## src/rtl/sensors_avg_seq.sv

```systemverilog
// sensors_avg_seq -- rounded average of paired height sensors.
//
// A frame of N_SENSORS readings is captured when in_valid/in_ready handshake
// in IDLE. Readings are paired as (i, i+N_SENSORS/2); a pair contributes to
// the average only if both readings are non-zero. Zero readings raise the
// matching fault bit. The sum is divided by the number of contributing
// readings with round-half-up using a restoring divider, one quotient bit per
// cycle. If no pair is valid, error is raised and height is 0.
//
// Ports:
//   clk        clock, rising edge
//   rst_n      asynchronous active-low reset
//   sensors    packed readings, sensor i at [i*WIDTH +: WIDTH]
//   in_valid   sensors holds a frame
//   in_ready   block can accept a frame (IDLE only)
//   height     rounded average height
//   fault      per-sensor zero-reading flags of the reported frame
//   error      no valid pair in the reported frame
//   out_valid  height/fault/error valid (DONE only)
//   out_ready  consumer accepts the result
module sensors_avg_seq #(
  parameter int N_SENSORS = 4,
  parameter int WIDTH     = 8
) (
  input  logic                       clk,
  input  logic                       rst_n,
  input  logic [N_SENSORS*WIDTH-1:0] sensors,
  input  logic                       in_valid,
  output logic                       in_ready,
  output logic [WIDTH-1:0]           height,
  output logic [N_SENSORS-1:0]       fault,
  output logic                       error,
  output logic                       out_valid,
  input  logic                       out_ready
);

  localparam int SUMW = WIDTH + $clog2(N_SENSORS);
  localparam int HALF = N_SENSORS / 2;
  localparam int IW   = (HALF > 1) ? $clog2(HALF) : 1;
  localparam int CW   = $clog2(SUMW + 1);

  typedef enum logic [1:0] {IDLE, ACCUM, DIV, DONE} state_t;

  state_t                     state, state_nx;
  logic [N_SENSORS*WIDTH-1:0] frame;
  logic [SUMW-1:0]            sum, count;
  logic [SUMW-1:0]            quo, rem, dvs;
  logic [IW-1:0]              idx;
  logic [CW-1:0]              div_cnt;
  logic [N_SENSORS-1:0]       fault_acc;

  logic [WIDTH-1:0]           rd_a, rd_b;
  logic                       pair_ok;
  logic [SUMW:0]              shifted;
  logic [SUMW+1:0]            diff;
  logic                       borrow;
  logic [SUMW-1:0]            quo_nx;
  logic [SUMW-1:0]            rounded;
  logic                       div_last;
  logic                       unused_bits;

  // Current pair under accumulation.
  assign rd_a    = frame[int'(idx)*WIDTH +: WIDTH];
  assign rd_b    = frame[(int'(idx)+HALF)*WIDTH +: WIDTH];
  assign pair_ok = (|rd_a) && (|rd_b);

  // One restoring-division step: shift in the next dividend bit and try to
  // subtract the divisor; a borrow means the quotient bit is 0.
  assign shifted     = {rem, quo[SUMW-1]};
  assign diff        = {1'b0, shifted} - {2'b00, dvs};
  assign borrow      = diff[SUMW+1];
  assign quo_nx      = {quo[SUMW-2:0], ~borrow};
  assign unused_bits = diff[SUMW];

  // Adding count/2 before dividing gives round-half-up; the sum of
  // N_SENSORS readings plus N_SENSORS/2 always fits in SUMW bits.
  assign rounded  = sum + (count >> 1);
  assign div_last = (div_cnt == CW'(SUMW));

  assign in_ready  = (state == IDLE) && rst_n;
  assign out_valid = (state == DONE);

  always_ff @(posedge clk or negedge rst_n) begin
    if (!rst_n) state <= IDLE;
    else        state <= state_nx;
  end

  always_comb begin
    state_nx = state;
    case (state)
      IDLE:  if (in_valid) state_nx = ACCUM;
      ACCUM: if (idx == IW'(HALF - 1)) state_nx = DIV;
      // First DIV cycle either short-circuits an empty frame or loads the
      // divider; the remaining SUMW cycles each produce one quotient bit.
      DIV:   if (((div_cnt == '0) && (count == '0)) || div_last) state_nx = DONE;
      DONE:  if (out_ready) state_nx = IDLE;
      default: state_nx = IDLE;
    endcase
  end

  always_ff @(posedge clk or negedge rst_n) begin
    if (!rst_n) begin
      frame     <= '0;
      sum       <= '0;
      count     <= '0;
      quo       <= '0;
      rem       <= '0;
      dvs       <= '0;
      idx       <= '0;
      div_cnt   <= '0;
      fault_acc <= '0;
      height    <= '0;
      fault     <= '0;
      error     <= 1'b0;
    end else begin
      case (state)
        IDLE: begin
          if (in_valid) begin
            frame     <= sensors;
            sum       <= '0;
            count     <= '0;
            idx       <= '0;
            div_cnt   <= '0;
            fault_acc <= '0;
          end
        end
        ACCUM: begin
          if (pair_ok) begin
            sum   <= sum + SUMW'(rd_a) + SUMW'(rd_b);
            count <= count + SUMW'(2);
          end else begin
            if (rd_a == '0) fault_acc[int'(idx)]      <= 1'b1;
            if (rd_b == '0) fault_acc[int'(idx)+HALF] <= 1'b1;
          end
          idx <= idx + 1'b1;
        end
        DIV: begin
          if (div_cnt == '0) begin
            if (count == '0) begin
              height <= '0;
              error  <= 1'b1;
              fault  <= fault_acc;
            end else begin
              quo     <= rounded;
              rem     <= '0;
              dvs     <= count;
              div_cnt <= CW'(1);
            end
          end else begin
            rem     <= borrow ? shifted[SUMW-1:0] : diff[SUMW-1:0];
            quo     <= quo_nx;
            div_cnt <= div_cnt + CW'(1);
            if (div_last) begin
              // Quotient never exceeds the largest reading, so it fits WIDTH.
              height <= quo_nx[WIDTH-1:0];
              error  <= 1'b0;
              fault  <= fault_acc;
            end
          end
        end
        default: ;
      endcase
    end
  end

endmodule
```

## config.mk

```make
export PLATFORM = sky130hd
export DESIGN_NAME = sensors_avg_seq
export DESIGN_NICKNAME = d
export VERILOG_FILES = /design/src/rtl/sensors_avg_seq.sv
export SDC_FILE = /design/constraint.sdc
export NUM_CORES = 1
export LEC_CHECK = 0
export BUFFER_PORTS_ARGS = -buffer_cell sky130_fd_sc_hd__buf_4
export CAP_MARGIN = 20
export CORE_UTILIZATION = 35
export CTS_CLUSTER_DIAMETER = 100
export DETAILED_ROUTE_END_ITERATION = 7
export GPL_ROUTABILITY_DRIVEN = 0
export GPL_TIMING_DRIVEN = 1
export HOLD_SLACK_MARGIN = 0.08
export SYNTH_ARGS = -nofsm -noshare
export SYNTH_HDL_FRONTEND = slang
export SYNTH_SLANG_ARGS = --single-unit
export TNS_END_PERCENT = 1
```

## constraint.sdc

```tcl
create_clock -name clk -period 5.05 [get_ports clk]
set_clock_uncertainty 0.2 [all_clocks]
set_input_delay 0.7575 -clock clk [delete_from_list [all_inputs] [get_ports clk]]
set_output_delay 0.7575 -clock clk [all_outputs]
set_load 0.03 [all_outputs]
```

# ---- Word level (Yosys, flattened, before mapping)
# Index checks and enable logic that the tools add are counted.
dict set report word_totals {
  ff_bits 106
  in_bits 36
  out_inout_bits 15
  word_cells 109
}
dict set report classes {
  add_sub_neg 8
  n_lt_le_gt_ge 4
  n_eq_ne 13
  shift 2
  mux 40
  bitwise_logic 4
  reduce_logical 25
}
# operator count
set ops {}
lappend ops {{$mux 10} 8}
lappend ops {{$mux 4} 11}
lappend ops {{$pmux 10 s2} 2}
lappend ops {{$shiftx 32x32->8} 1}
lappend ops {{$shiftx 32x5->8} 1}
lappend ops {{$mux 8} 3}
lappend ops {{$add 10x8->10} 2}
lappend ops {{$logic_not 8->1} 2}
lappend ops {{$pmux 4 s2} 2}
lappend ops {{$reduce_or 8->1} 2}
lappend ops {{$reduce_and 3->1} 5}
lappend ops {{$ne 2x2->1 const B} 6}
lappend ops {{$sub 11x10->12} 1}
lappend ops {{$add 10x2->10 const B} 1}
lappend ops {{$add 10x9->10} 1}
lappend ops {{$logic_not 10->1} 1}
lappend ops {{$mux 2} 4}
lappend ops {{$pmux 2 s4} 1}
lappend ops {{$mux 1} 6}
lappend ops {{$reduce_and 2->1} 3}
lappend ops {{$reduce_bool 2->1} 3}
lappend ops {{$logic_and 1x1->1} 5}
lappend ops {{$add 4x1->4 const B} 1}
lappend ops {{$eq 2x2->1 const B} 2}
lappend ops {{20 further kinds} 22}

# ---- Logic depth before layout (Yosys ltp)
# Gate-level depths: netlist of run 1.
dict set report depth {
  ltp_word 12
  mapped_depth 13
  ltp_nobuf 10
}

# ---- Least setup slack after synthesis of run 1
# Ideal clock, no wire load.
dict set report synth_path {
  path_type {register to register}
  from {register idx}
  to {register sum[7]}
  setup_time_ns 0.120
  arrival_time_ns 3.330
  t_required_ns 4.730
  setup_slack_ns 1.401
  stages_incl_launch_ff 14
  path_buffers 3
  synth_period_minus_slack_ns 3.649
  cell_sequence {dfrtp_1 -> buf_6 -> buf_4 -> clkbuf_1 -> mux2_2 -> fa_1 -> ha_1 -> fa_1 -> a211o_1 -> a21oi_1 -> o21ai_0 -> or2_2 -> nand3_1 -> o21ai_2}
}
dict set report synth_via {
  elab_chain_cells 6
  word_cells_on_any_way 12
  cone_classes {add/sub (3); eq/ne (1); shift (2); mux (2); reduce/logical (4)}
}
# element line
set synth_lines {}
lappend synth_lines {{from (decl)} 48} ;# logic [IW-1:0] idx;
lappend synth_lines {{from (signal assigned)} 135} ;# idx <= idx + 1'b1;
lappend synth_lines {{branches (longest 6 deep; another with $add 10x8->10)} --}
lappend synth_lines {{to (signal assigned)} 129} ;# sum <= sum + SUMW'(rd_a) + SUMW'(rd_b);
lappend synth_lines {{to (decl)} 46} ;# logic [SUMW-1:0] sum, count;
# Parallel ways; which one is timed is not known. The select of a mux whose other input is x is not followed.
# A chain may end at the register's enable or synchronous reset.

# ---- Worst setup path after layout of run 1
# Same ends and word-level chain as after synthesis.

==> results of run 1 <==
[power breakdown]
group	internal, mW	switching [mW]
registers	1.16	0.295
clock network	0.336	0.315
logic	1.23	1.58
total	2.73	2.19
[worst min path at each step]
stage	startpoint	depth (start not counted)	slack (ps)	endpoint
after global placement	quo[8]$_DFFE_PN0P_	2	260	quo[8]$_DFFE_PN0P_
after detailed placement	quo[0]$_DFFE_PN0P_	1	270	quo[0]$_DFFE_PN0P_
after global routing	rst_n	1	230	quo[0]$_DFFE_PN0P_
after CTS	rst_n	1	210	quo[0]$_DFFE_PN0P_
final	rst_n	1	190	quo[0]$_DFFE_PN0P_
after floorplan	quo[8]$_DFFE_PN0P_	2	240	quo[8]$_DFFE_PN0P_
[area by class of cell]
| class | count | area, µm² |
|---|---|---|
| fill | 1646 | 9854 |
| multi-input combinational | 453 | 3267 |
| sequential | 104 | 2603 |
| timing repair buffer | 55 | 416.7 |
| tap | 220 | 275.3 |
| clock buffer | 12 | 236.5 |
| inverter | 21 | 78.83 |
| clock inverter | 4 | 28.78 |
[kinds of logic (layout without fill, tap and decap cells)]
logic type	after synthesis	count (layout)	share of synthesized area
AND/OR/NAND/NOR	179	179	0.1361
adder cells (fa/ha/maj)	46	46	0.1083
flip-flops	104	104	0.4282
buffers and inverters	46	92	0.03418
XOR/XNOR	14	14	0.02018
other	1	1	0.0006171
multiplexers	59	59	0.1081
AO/OA/AOI/OAI	154	154	0.1643
[cell usage after synthesis (9+ instances only)]
library cell / count
a21oi_1: 34
clkbuf_1: 16
dfrtp_1: 104
nor2_1: 34
o21ai_0: 41
nor3_1: 9
nand2_1: 75
mux2_2: 51
o31ai_1: 12
nand3_1: 19
inv_1: 20
ha_1: 35
fa_1: 11
a31oi_1: 9
[registers in the layout, summed over array words and instances (netlist names)]
name	cells
state	2
count	9
dvs	9
quo	10
fault	4
rem	10
frame	32
height	8
fault_acc	4
div_cnt	4
idx	1
sum	10
error	1
[routing by layer]
layer,vias to the layer above,track usage,wire length [µm]
li1,2248,-,-
met1,2225,0.2146,6349
met2,93,0.2654,6221
met3,8,0.03666,555
met4,0,0.04167,90
met5,-,0,0
==> results.cfg, run 1 <==
[clocking]
cts_resized = 0
clock_latency_ps = 350
cts-buffers-inserted = 9
clock_tree.root_cell = clkbuf_16
cts_setup_buffers = 0
hold_buffers = 0
htreeDepth = 3
clkSinkCount = 104
clock_path_buffers = 2
clk_pin_slew_ps = 70
cts_tree = built

[grt]
grt_pass1_vias = 4617
gr-total-overflow = 0
grt_max_degree = 63
grt_use_total = 0.1616
antenna_found_initial = 0
grt_first_pass_wirelength_um = 22920

[final_layout]
fin_cells = 869
stdcell_area_mm2 = 0.006905
diodes = 0
nets = 726
area_growth_pct = 13.63
final_common_cell = dfrtp_1
drive_above_1_share = 0.2049
post-route-util = 0.4120
mostFrequentLayoutCells = 104 x dfrtp_1, 75 x nand2_1, 54 x buf_4

[placed_design]
dpl.cell_count = 853
dp_hpwl_um = 9857
dpl-instance-area_mm2 = 0.006640
portBuffers = 50
place_ws_ps = 1114

[power]
finalPower_mw = 4.923
ir_worst_vdd_mv = 0.3417
p_leak_nw = 3.093
power_density_mw_per_mm2 = 713.0

[critical_path]
worstPathMaxFanout = 29
reg2reg_to = sum[7]$_DFFE_PN0P_
crit_path_start = idx$_DFFE_PN0P_
cp.arrival_ps = 4030
required_ps = 5080
cp-start-kind = flop
path_common_cell = fa_1
worst-r2r-cell-count = 10
cp_slowest_cell = dfrtp_1
cp-endpoint = sum[7]$_DFFE_PN0P_
r2r_start = idx$_DFFE_PN0P_
cp_num_cells = 10
worst-setup-path-type = flop to flop
rrSetupSlack_ps = 1060
critPathMaxStageDelay_ps = 980
crit_chain = mux2_1 > fa_1 > ha_1 > fa_1 > a211o_1 > a21oi_1 > o21ai_0 > or2_2 > nand3_1 > o21ai_2
cp-end-kind = flop
path_delay_family = adder cells
critPathBufInv = 0

[route]
drtIter0Drc = 284
drc = 0
drt.antenna.violating_nets = 0
postRouteWirelength_um = 13220
wl_per_cell_um = 15.21
vias = 4574
drt_pre_antenna_iters = 4
via_per_inst = 5.264

[synthesis]
syn_area_mm2 = 0.006077
synth.net_count = 685
yosysTopAreaCellShare = 0.4282
synth_cell_types = 59
yosys_warnings = 0
synth_seq_area_share = 0.4282
yosys-top-cells-area = dfrtp_1 43%, mux2_2 9.5%, ha_1 7.2%, nand2_1 4.6%, fa_1 3.6%
synth_edf_count = 0
avgSynthCellArea_um2 = 10.08
synth_cells = 603
synth_seq_cells = 104
async_flop_share = 1.000
ys.flop_type = dfrtp_1
synth_top_area_cell = dfrtp_1

[status]
outcome = finished clean

[die]
die_h_um = 133.8
io-pin-count = 51
die_w_um = 133.8
initial_core_util = 0.3626
rows = 47
coreArea_mm2 = 0.01676
dieArea_mm2 = 0.01789

[sta]
rsz0062_at_grt = false
holdWs_ps = 185.9
tightest_slew_ps = 981.1
postLayoutSetupSlackWorst_ps = 1055
setup_violations = 0
period_share = 0.7911
period_minus_slack_ps = 3995
finalSetupTns_ps = 0
relSlewSlack = 0.3435
maxSlewViolCount = 0
final_hold_viol_count = 0
fmax_mhz = 250.3

[hold_path]
min_path_type = input port to async pin

[flow_run]
maxCapViolCount = 0
(Power assumes the default switching activity.)
==> run 2: changes to the inputs <==
Clock period 5.05 ns to 3.5 ns, I/O delays scaled along.
==> run 2 against run 1 <==
  * Power rose by 50%
  * Sequential power up 42%
  * Die area stayed put
  * Global-route usage increased by 0.19 points
  * Critical path type unchanged
  * Critical path depth is the same
  * Clock power grew 64%
  * First-iteration DRC count down 8.8%
  * Worst hold slack improved by 11 ps
==> results.cfg, run 2 (synthesis gave the netlist of run 1 again) <==
[clocking]
cts-buffers-inserted = 9
clock_tree.root_cell = clkbuf_16
clkSinkCount = 104
clk_pin_slew_ps = 70
cts_tree = built
clock_latency_ps = 360
htreeDepth = 3
clock_path_buffers = 2

[flow_run]
maxCapViolCount = 0

[die]
die_w_um = 133.8
io-pin-count = 51
rows = 47
initial_core_util = 0.3626
dieArea_mm2 = 0.01789
die_h_um = 133.8
coreArea_mm2 = 0.01676

[grt]
antenna_found_initial = 0
grt_pass1_vias = 4576
gr-total-overflow = 0
grt_first_pass_wirelength_um = 23240
grt_use_total = 0.1635
grt_max_degree = 62

[critical_path]
worst-setup-path-type = flop to flop
worstPathMaxFanout = 8
cp-end-kind = flop
critPathMaxStageDelay_ps = 510
cp_slowest_cell = fa_1
required_ps = 3540
cp.arrival_ps = 3360
cp-start-kind = flop
crit_chain = buf_4 > mux2_2 > fa_1 > fa_2 > a211o_1 > a21oi_1 > o21ai_0 > or2_2 > nand3_1 > o21ai_2

[sta]
relSlewSlack = 0.4591
final_hold_viol_count = 0
finalSetupTns_ps = 0
postLayoutSetupSlackWorst_ps = 179.6
tightest_slew_ps = 808.4
maxSlewViolCount = 0
rsz0062_at_grt = false
setup_violations = 0
period_share = 0.9487
fmax_mhz = 301.2
period_minus_slack_ps = 3320

[final_layout]
mostFrequentLayoutCells = 103 x dfrtp_1, 75 x nand2_1, 68 x buf_4
diodes = 0
final_common_cell = dfrtp_1
largest_reg_flops = 32
post-route-util = 0.4216
drive_above_1_share = 0.2278
area_growth_pct = 16.27
top_register = frame
nets = 740
fin_cells = 883
num-fill-cells = 1618
stdcell_area_mm2 = 0.007066

[placed_design]
portBuffers = 50
dpl.cell_count = 863
dp_hpwl_um = 10200
place_ws_ps = 18.59
dpl-instance-area_mm2 = 0.006711

[status]
outcome = finished clean

[route]
wl_per_cell_um = 15.48
vias = 4652
postRouteWirelength_um = 13670
drt.antenna.violating_nets = 0
drtIter0Drc = 259
via_per_inst = 5.268
drc = 0
drt_pre_antenna_iters = 4

[power]
p_switching_mw = 3.233
swShare = 0.4378
seq_power_share = 0.280
p_leak_nw = 3.191
comb_power_share = 0.575
ir_worst_vdd_mv = 0.4586
power_frac_clock = 0.145
power_density_mw_per_mm2 = 1045
p_int_mw = 4.152

[hold_path]
min_path_type = input port to flop
-- run 2: cell types whose count changed in the layout (fill, tap and decap cells not counted), sizes merged --
cell and change:
buf +13, clkinv +2, clkinvlp -2, bufinv +1, clkbuf -1, dlygate4sd3 +1
-- run 2: per-layer routing --
layer / global-route usage / vias up / share of wire
met5: 0 / - / 0
met4: 0.04987 / 0 / 0.015
met2: 0.2714 / 85 / 0.48
met3: 0.02948 / 12 / 0.033
li1: - / 2283 / -
met1: 0.2167 / 2272 / 0.47
-- run 2: path summary, 6_finish.rpt --
check,slack (ps),start,cells past startpoint,end
setup / recovery,180,idx$_DFFE_PN0P_,10,sum[7]$_DFFE_PN0P_
max in group asynchronous,1790,rst_n,3,idx$_DFFE_PN0P_
min in group asynchronous,310,rst_n,2,quo[1]$_DFFE_PN0P_
hold reg to reg,280,height[4]$_DFFE_PN0P_,2,height[4]$_DFFE_PN0P_
setup reg to reg,180,idx$_DFFE_PN0P_,10,sum[7]$_DFFE_PN0P_
hold / removal,200,sensors[26],2,frame[26]$_DFFE_PN0P_
-- run 2: power groups by stage --
stage	sequential, mW	combinational, mW	clock, mW
5_1_grt	2.14	4.75	1.15
3_5_place_dp	2.09	4.17	0
3_3_place_gp	2.07	4.04	0
6_report	2.06	4.25	1.07
4_1_cts	2.07	4.20	1.10
2_1_floorplan	2.04	3.22	0
-- run 2: worst max-delay path, delay by kind of cell (launching register included) --
family | cells | cell delay, ps
DFF | 1 | 440
muxes | 1 | 350
and+or+nand+nor | 2 | 380
AOI/OAI and AO/OA | 4 | 700
adders and majority gates | 2 | 950
buffers and inverters | 1 | 180
-- run 2: repair_timing --
action                                 in CTS  in global routing
pin swaps                                   0                  1
hold buffers                                1                  0
gates resized for setup                     1                  2
setup buffers                               0                  3
setup endpoints to repair                   1                  3
endpoints found under the hold margin       4                  0
-- run 2: area by class of cell --
type,instances,area (µm²),area share
multi-input combinational,453,3271,0.4629
sequential,104,2604,0.3685
timing repair buffer,69,520.5,0.07367
tap,220,275.3,0.03896
clock buffer,11,252.7,0.03577
inverter,21,78.83,0.01116
clock inverter,5,63.81,0.009031
-- run 2: stage by stage --
stage / hold WS (ps) / total power, mW
after floorplan: 29.41 / 5.258
after detailed placement: 141.9 / 6.264
after global routing: 189.5 / 8.039
final: 196.6 / 7.385
after CTS: 185.3 / 7.376
after global placement: 141.3 / 6.106
